===== config.mk =====
export PLATFORM = sky130hd
export DESIGN_NAME = execute_stage_mdu
export DESIGN_NICKNAME = d
export VERILOG_FILES = /design/src/rtl/execute_stage_mdu.sv
export SDC_FILE = /design/constraint.sdc
export NUM_CORES = 2
export LEC_CHECK = 0
export CORE_MARGIN = 1
export CORE_UTILIZATION = 49
export CTS_BUF_LIST = sky130_fd_sc_hd__clkbuf_8
export CTS_CLUSTER_DIAMETER = 50
export DETAILED_ROUTE_END_ITERATION = 7
export HOLD_SLACK_MARGIN = 0.02
export PLACE_DENSITY = 0.83
export SYNTH_ARGS = -nofsm -noshare
export SYNTH_HDL_FRONTEND = slang
export SYNTH_SLANG_ARGS = --single-unit

===== constraint.sdc =====
create_clock -name clk -period 15.5 [get_ports clk]
set_clock_uncertainty 0.05 [all_clocks]
set_input_delay 4.65 -clock clk [delete_from_list [all_inputs] [get_ports clk]]
set_output_delay 4.65 -clock clk [all_outputs]
set_load 0.02 [all_outputs]

===== src/rtl/execute_stage_mdu.sv =====
// RISC-V execute stage: operand forwarding, ALU, branch/jump resolution,
// iterative RV32M multiply/divide unit with pipeline stall, and the EX/MEM register.
module execute_stage_mdu #(
  parameter int unsigned XLEN   = 32,
  parameter int unsigned RA_W   = 5,
  parameter int unsigned MDU_EN = 1
) (
  input  logic            clk,
  input  logic            rst,
  input  logic            ValidE,
  input  logic            FlushE,
  input  logic            RegWriteE,
  input  logic            MemWriteE,
  input  logic            ResultSrcE,
  input  logic            ALUSrcE,
  input  logic            BranchE,
  input  logic            JumpE,
  input  logic            JalrE,
  input  logic [2:0]      BranchTypeE,
  input  logic [3:0]      ALUControlE,
  input  logic            MduE,
  input  logic [2:0]      MduOpE,
  input  logic [XLEN-1:0] RD1_E,
  input  logic [XLEN-1:0] RD2_E,
  input  logic [XLEN-1:0] Imm_Ext_E,
  input  logic [XLEN-1:0] PCE,
  input  logic [XLEN-1:0] PCPlus4E,
  input  logic [RA_W-1:0] RD_E,
  input  logic [1:0]      ForwardA_E,
  input  logic [1:0]      ForwardB_E,
  input  logic [XLEN-1:0] ResultW,
  output logic            PCSrcE,
  output logic [XLEN-1:0] PCTargetE,
  output logic            StallE,
  output logic            ValidM,
  output logic            RegWriteM,
  output logic            MemWriteM,
  output logic            ResultSrcM,
  output logic [RA_W-1:0] RD_M,
  output logic [XLEN-1:0] ALU_ResultM,
  output logic [XLEN-1:0] WriteDataM,
  output logic [XLEN-1:0] PCPlus4M
);
  localparam int unsigned SHW    = $clog2(XLEN);
  localparam int unsigned CW     = $clog2(XLEN) + 1;
  localparam bit          MDU_ON = (MDU_EN != 0);

  typedef enum logic [1:0] {S_IDLE, S_BUSY, S_DONE} state_t;

  logic [XLEN-1:0] src_a, fwd_b, src_b, alu_res, mdu_res, jalr_sum;
  logic [SHW-1:0]  shamt;
  logic            br_cond, is_m, mdu_start, stall_c, load_real;

  always_comb begin
    unique case (ForwardA_E)
      2'b01:   src_a = ResultW;
      2'b10:   src_a = ALU_ResultM;
      default: src_a = RD1_E;
    endcase
    unique case (ForwardB_E)
      2'b01:   fwd_b = ResultW;
      2'b10:   fwd_b = ALU_ResultM;
      default: fwd_b = RD2_E;
    endcase
  end

  assign src_b = ALUSrcE ? Imm_Ext_E : fwd_b;
  assign shamt = src_b[SHW-1:0];

  always_comb begin
    alu_res = '0;
    unique case (ALUControlE)
      4'd0:    alu_res = src_a + src_b;
      4'd1:    alu_res = src_a - src_b;
      4'd2:    alu_res = src_a & src_b;
      4'd3:    alu_res = src_a | src_b;
      4'd4:    alu_res = src_a ^ src_b;
      4'd5:    alu_res[0] = $signed(src_a) < $signed(src_b);
      4'd6:    alu_res[0] = src_a < src_b;
      4'd7:    alu_res = src_a << shamt;
      4'd8:    alu_res = src_a >> shamt;
      4'd9:    alu_res = $signed(src_a) >>> shamt;
      4'd10:   alu_res = src_b;
      default: alu_res = '0;
    endcase
  end

  // Branch compare always uses the register operand, never the immediate
  always_comb begin
    unique case (BranchTypeE)
      3'b000:  br_cond = (src_a == fwd_b);
      3'b001:  br_cond = (src_a != fwd_b);
      3'b100:  br_cond = $signed(src_a) < $signed(fwd_b);
      3'b101:  br_cond = $signed(src_a) >= $signed(fwd_b);
      3'b110:  br_cond = src_a < fwd_b;
      3'b111:  br_cond = src_a >= fwd_b;
      default: br_cond = 1'b0;
    endcase
  end

  assign jalr_sum  = src_a + Imm_Ext_E;
  assign PCTargetE = JalrE ? (jalr_sum & {{(XLEN-1){1'b1}}, 1'b0}) : (PCE + Imm_Ext_E);
  assign PCSrcE    = ValidE & ~FlushE & (JumpE | (BranchE & br_cond));

  // ---------------- Multiply / divide unit ----------------
  state_t          state_q;
  logic [CW-1:0]   cnt_q;
  logic [XLEN-1:0] acc_q, lo_q, b_q, a_raw_q, acc_d, lo_d;
  logic [2:0]      op_q;
  logic            neg_q, div0_q;
  logic            a_sgn, b_sgn, a_neg, b_neg;
  logic [XLEN-1:0] a_mag, b_mag, quo, rem;
  logic [XLEN:0]   sum, shifted, diff;
  logic [2*XLEN-1:0] prod, prod_s;

  assign is_m      = MDU_ON && MduE;
  assign mdu_start = is_m && ValidE && !FlushE && (state_q == S_IDLE);
  assign stall_c   = ~rst & (mdu_start | ((state_q == S_BUSY) & ~FlushE));
  assign StallE    = stall_c;

  assign a_sgn = (MduOpE == 3'b001) || (MduOpE == 3'b010) || (MduOpE == 3'b100) || (MduOpE == 3'b110);
  assign b_sgn = (MduOpE == 3'b001) || (MduOpE == 3'b100) || (MduOpE == 3'b110);
  assign a_neg = a_sgn & src_a[XLEN-1];
  assign b_neg = b_sgn & fwd_b[XLEN-1];
  assign a_mag = a_neg ? -src_a : src_a;
  assign b_mag = b_neg ? -fwd_b : fwd_b;

  // One shift-add (multiply) or restoring-subtract (divide) step on {acc, lo}
  always_comb begin
    sum     = {1'b0, acc_q} + (lo_q[0] ? {1'b0, b_q} : '0);
    shifted = {acc_q, lo_q[XLEN-1]};
    diff    = shifted - {1'b0, b_q};
    if (op_q[2]) begin
      acc_d = diff[XLEN] ? shifted[XLEN-1:0] : diff[XLEN-1:0];
      lo_d  = {lo_q[XLEN-2:0], ~diff[XLEN]};
    end else begin
      acc_d = sum[XLEN:1];
      lo_d  = {sum[0], lo_q[XLEN-1:1]};
    end
  end

  always_comb begin
    prod   = {acc_q, lo_q};
    prod_s = neg_q ? -prod : prod;
    quo    = neg_q ? -lo_q : lo_q;
    rem    = neg_q ? -acc_q : acc_q;
    unique case (op_q)
      3'b000:          mdu_res = prod_s[XLEN-1:0];
      3'b001, 3'b010,
      3'b011:          mdu_res = prod_s[2*XLEN-1:XLEN];
      3'b100, 3'b101:  mdu_res = div0_q ? '1 : quo;
      default:         mdu_res = div0_q ? a_raw_q : rem;
    endcase
  end

  always_ff @(posedge clk or posedge rst) begin
    if (rst) begin
      state_q <= S_IDLE;
      cnt_q   <= '0;
      acc_q   <= '0;
      lo_q    <= '0;
      b_q     <= '0;
      a_raw_q <= '0;
      op_q    <= '0;
      neg_q   <= 1'b0;
      div0_q  <= 1'b0;
    end else if (FlushE) begin
      state_q <= S_IDLE;
      cnt_q   <= '0;
    end else begin
      unique case (state_q)
        S_IDLE: if (mdu_start) begin
          acc_q   <= '0;
          lo_q    <= a_mag;
          b_q     <= b_mag;
          a_raw_q <= src_a;
          op_q    <= MduOpE;
          // Remainder takes the dividend's sign; everything else the XOR
          neg_q   <= (MduOpE[2] & MduOpE[1]) ? a_neg : (a_neg ^ b_neg);
          div0_q  <= (fwd_b == '0);
          cnt_q   <= '0;
          state_q <= S_BUSY;
        end
        S_BUSY: begin
          acc_q <= acc_d;
          lo_q  <= lo_d;
          cnt_q <= cnt_q + CW'(1);
          if (cnt_q == CW'(XLEN - 1)) state_q <= S_DONE;
        end
        S_DONE:  state_q <= S_IDLE;
        default: state_q <= S_IDLE;
      endcase
    end
  end

  // EX/MEM register: real instruction or an all-zero bubble every cycle
  assign load_real = ValidE & ~FlushE & ~stall_c;

  always_ff @(posedge clk or posedge rst) begin
    if (rst) begin
      ValidM      <= 1'b0;
      RegWriteM   <= 1'b0;
      MemWriteM   <= 1'b0;
      ResultSrcM  <= 1'b0;
      RD_M        <= '0;
      ALU_ResultM <= '0;
      WriteDataM  <= '0;
      PCPlus4M    <= '0;
    end else if (load_real) begin
      ValidM      <= 1'b1;
      RegWriteM   <= RegWriteE;
      MemWriteM   <= MemWriteE;
      ResultSrcM  <= ResultSrcE;
      RD_M        <= RD_E;
      ALU_ResultM <= is_m ? mdu_res : alu_res;
      WriteDataM  <= fwd_b;
      PCPlus4M    <= PCPlus4E;
    end else begin
      ValidM      <= 1'b0;
      RegWriteM   <= 1'b0;
      MemWriteM   <= 1'b0;
      ResultSrcM  <= 1'b0;
      RD_M        <= '0;
      ALU_ResultM <= '0;
      WriteDataM  <= '0;
      PCPlus4M    <= '0;
    end
  end

endmodule


==> results.md <==
GRT:
- The total overflow reported by the global router is 0.
- The global-route wire length before repair is roughly 240000 um.
- The number of antenna violations at the first check in global routing is 12.
- Global routing consumed, over all layers together, a little under 50% of the routing resources.
- Entering global routing, the biggest net connects 108 pins.
- The via count of the first global-routing pass is approximately 35000.

Synthesis:
- The mux cell area share after synthesis is under 10%.
- The synthesized design contains about 250 register bits.
- The main combinational cell family by area after synthesis is compound AO/OA/AOI/OAI gates.
- When the netlist entered floorplanning its net count stood at between 4000 and 5000.
- For this run, the number of Yosys warnings is 0.
- The synthesized-area fraction occupied by ao, oa, aoi and oai cells is just under 30%.
- The most used flip-flop cell after synthesis is dfrtp_1.
- Sequential cells were found to cover between 10% and 20% of the synthesized design area.
- The biggest area contributor in the post-synthesis netlist is dfrtp_1.
- The post-synthesis adder-cell area fraction is a little over a tenth.
- The synthesized-area fraction occupied by and/or/nand/nor cells is 19.1%.
- In the synthesized netlist, the number of instances is 4250.
- The netlist uses 96 different library cells.
- In the synthesized netlist the async set-or-reset flop fraction comes to 100%.
- Yosys mapped a number of flops with a built-in enable equal to 0.
- In this run the mean area of a mapped cell was around 7.5 sq um.
- The share of Yosys cell area claimed by the top area cell type is roughly 19%.
- Summing every instance area after synthesis gives between 30000 and 40000 sq um.
- The synthesized netlist devotes approximately 7.4% of its cell area to XOR and XNOR gates.
- After synthesis, the cell types taking the most area are dfrtp_1 (19%), ha_1 (10%), mux2i_1 (6.8%), o21ai_0 (5.9%), nand2_1 (5.5%).

Setup path:
- Traced cell by cell, the critical path runs through clkdlybuf4s50_1 -> ha_1 -> buf_4 -> a22oi_1 -> o21ai_2 -> ha_1 -> nand3_1 -> or3_1 -> nor3b_1 -> a311oi_2 -> o31ai_1 -> a41oi_2 -> mux2_1 -> a2111oi_0 -> a311oi_1 -> clkdlybuf4s50_1.
- At the worst endpoint, the arrival time is 10.23 ns.
- In this run the worst path has a maximum fanout of 22.
- STA classifies the critical path startpoint as an input port.
- The kind of end point of the critical path is a primary output.
- At the worst endpoint, the required time is around 11 ns.
- Following the worst setup path forward leads to its endpoint at PCTargetE[31].
- The worst register-to-register path has a setup slack of 9.07 ns.
- The largest individual stage delay along the critical path comes from the cell clkdlybuf4s50_1.
- In this run the critical register-to-register path is captured at ALU_ResultM[27]$_DFF_PP0_.
- Measured in cells, the most critical reg-to-reg path has a length of 17.
- The largest single stage delay on the critical path is just under 0.6 ns.
- Tracing the worst setup path back leads to its startpoint at ForwardA_E[0].
- The setup path with the least slack is of type in2out.
- The beginning of the worst register-to-register path is ALU_ResultM[10]$_DFF_PP0_.

Floorplanning:
- The number of ports placed on the die boundary is between 300 and 400.
- The core region is ~63000 sq um.
- The area of the die is approximately 66000 sq um.
- The number of cell rows is 92.
- The initial utilization of the core area, before any placement, comes to 50.0%.
- In this run the vertical extent of the chip is ~260 um.
- In this run the horizontal extent of the chip is around 260 um.

Routing:
- The routed length per placed instance is 30.8 um.
- The total detailed-routing wirelength is ~170000 um.
- The average via count per standard cell is between 6 and 7.
- The count of unresolved DRC violations after routing is 0.
- In this run, the number of DRC markers left after iteration 0 of detailed routing was between 5000 and 6000.
- The count of TritonRoute iterations in the first routing pass is 7.
- The vias after detailed routing is around 37000.
- The number of antenna-violating nets in the routed design is 0.

Layout:
- Compared with the post-synthesis result, the final layout area differs by 18.2%.
- In the final design database the tool counted between 4000 and 5000 nets.
- The number of standard cells in the final layout excluding fillers is roughly 5400.
- Cells with a size suffix above 1 make up between 6 and 7% of the layout.

Clock tree:
- The clock transition at the register clock pins on the worst setup and hold paths after CTS is roughly 0.06 ns.
- In this run the post-CTS setup repair buffer count came out at 0.
- The maximum buffer depth of the clock tree is 3.
- The number of hold buffers added after cts is 0.
- The total clock sinks is roughly 250.
- The number of clock buffers added by TritonCTS is 54.
- The library cell used as clock root buffer is clkbuf_8.
- CTS built an H-tree with a depth of 2.
- Gates resized during post-CTS repair numbered 0.
- The clock network latency to the later pin of the worst-skew pair is ~0.72 ns.
- The TritonCTS clock tree is built.

STA:
- The total count of hold-check failures in the final report is 0.
- Subtracting the final worst setup slack from the clock period gives ~15 ns.
- The worst-case hold slack is roughly 0.43 ns.
- The post-route worst setup slack is roughly 0.57 ns.
- The slew at the pin closest to its max-slew limit is approximately 1.4 ns.
- Setup total negative slack on the finished layout was measured at 0 ns.
- Setup repair after global routing left no endpoint under its margin.
- The final worst-path cycle share is roughly 96%.
- The final setup violation count is 0.
- The achievable clock frequency is 67.0 MHz.
- The headroom to the max-slew limit is just under 9%.
- The final count of pins violating max slew is 0.

Power:
- The total power per unit cell area is 142 nW/um^2.
- The design draws approximately 5.3 mW.
- Summed over all cells, the static leakage comes to about 16 nW.
- The maximum ir drop on the vdd rail is approximately 75 uV.

Placed design:
- After detailed placement, the design holds a cell count of around 5300.
- The post-place setup slack is approximately 0.67 ns.
- Input and output buffers added on the ports amount to approximately 360.
- The total half-perimeter wirelength after legalization and detailed placement is around 130000 um.
- The placer's final routability congestion estimate is 1.08.

Min path:
- The tightest min-delay check is of the reg2reg type.

Job:
- The max-capacitance violation count is 0.

Status:
- The flow ran to the end, and the final reports show no timing, DRC or antenna violations.
[flip-flops by register name (all words and copies together) (netlist names), 2 cells and up]
signal       count
ALU_ResultM     32
PCPlus4M        32
WriteDataM      32
a_raw_q         32
acc_q           32
b_q             32
lo_q            32
cnt_q            6
RD_M             5
op_q             3
state_q          2
[where the power goes]
part / switching, mW / internal, mW / total, mW
clock network: 0.374 / 0.429 / 0.802
registers: 0.284 / 0.807 / 1.09
logic: 2.15 / 1.29 / 3.44
total: 2.81 / 2.53 / 5.33
[routing by layer]
layer  share of wire [%]  GRT usage [%]
met5               0.029              0
met4                 7.3           29.7
met3                  12           14.1
met2                  42           72.9
met1                  38           62.4
[critical path: cells and delay by family]
family	cells	cell delay (ns)
AO/OA/AOI/OAI	7	2.09
buffers and inverters	3	1.49
adder cells (fa/ha/maj)	2	0.87
AND/OR/NAND/NOR	3	0.77
multiplexers	1	0.35
[layout by cell type (no fill, tap or decap), drive strengths merged, types with 44 or more instances in the layout]
| master | Yosys | routed |
|---|---|---|
| a22oi | 50 | 50 |
| nor2 | 340 | 340 |
| a211oi | 44 | 44 |
| a31oi | 47 | 47 |
| buf | 80 | 125 |
| a21oi | 294 | 294 |
| o211ai | 68 | 68 |
| xor2 | 102 | 102 |
| o21ai | 438 | 438 |
| dfrtp | 246 | 246 |
| nand2 | 462 | 462 |
| o31ai | 51 | 51 |
| nand3 | 94 | 94 |
| xnor2 | 166 | 166 |
| nor3 | 77 | 77 |
| inv | 198 | 213 |
| o221ai | 54 | 54 |
| a21o | 71 | 71 |
| clkbuf | 201 | 63 |
| and2 | 68 | 68 |
| mux2i | 216 | 216 |
| ha | 256 | 256 |
| clkdlybuf4s50 | 0 | 359 |
[metrics by stage]
| stage | instance area [sq um] | utilization [%] |
|---|---|---|
| 2_1_floorplan | 31700 | - |
| 3_3_place_gp | 36200 | 57.1 |
| 3_5_place_dp | 36200 | 57.1 |
| 4_1_cts | 37400 | 59.0 |
| 5_1_grt | 37400 | 59.0 |
| 6_report | 37400 | 59.0 |
[cells in the mapped netlist (9+ instances only)]
cell         n
nor2b_1     39
clkbuf_1   200
a311oi_1    10
a211oi_1    44
a22oi_1     50
o211ai_1    68
o21ai_1     58
and2_1      67
a31oi_1     47
nand2b_1    43
xor2_1     102
o21bai_1    34
or3_1       34
o21ai_0    375
and3_1      19
a21o_1      71
o41ai_1     13
nor4_1      20
a211o_1      9
o221ai_1    53
nor2_1     339
or4_1       14
o31ai_1     51
xnor2_1    166
o2111ai_1   19
nand2_1    462
a21oi_1    294
dfrtp_1    246
o311ai_0    10
mux2i_1    216
mux2_2      28
ha_1       256
a221oi_1    40
nor3_1      75
o21a_1      30
o22ai_1     36
buf_2       42
nand4_1     31
or2_2       11
inv_1      194
buf_1       29
nand3_1     94
a221o_1     38
[kinds of logic (layout without fill, tap and decap cells)]
group           after synthesis  in the layout
compound gates             1444           1444
xor+xnor                    268            268
fa+ha+maj                   263            263
buf+inv                     487            790
flops                       246            246
mux                         245            245
other cells                   0             11
simple gates               1297           1297
[area by class of cell]
type	count	area, sq um
fillers	5925	26000
inverters	206	781
flip-flops and latches	246	6160
multi-input cells	3517	23700
repair buffers	484	4530
clock buffers	63	867
diodes	11	27.5
clock inverters	37	299
well taps	846	1060
[how the worst min path moves through the flow]
stage / from / end / slack, ns / depth (start not counted)
2_1_floorplan: a_raw_q[10]$_DFFE_PP0P_ / a_raw_q[10]$_DFFE_PP0P_ / 0.39 / 2
3_3_place_gp: a_raw_q[12]$_DFFE_PP0P_ / a_raw_q[12]$_DFFE_PP0P_ / 0.41 / 2
3_5_place_dp: a_raw_q[8]$_DFFE_PP0P_ / a_raw_q[8]$_DFFE_PP0P_ / 0.42 / 2
4_1_cts: a_raw_q[8]$_DFFE_PP0P_ / a_raw_q[8]$_DFFE_PP0P_ / 0.43 / 2
5_1_grt: a_raw_q[23]$_DFFE_PP0P_ / a_raw_q[23]$_DFFE_PP0P_ / 0.45 / 2
6_report: b_q[23]$_DFFE_PP0P_ / b_q[23]$_DFFE_PP0P_ / 0.43 / 2
No activity file was read; power rests on OpenSTA's default activity.
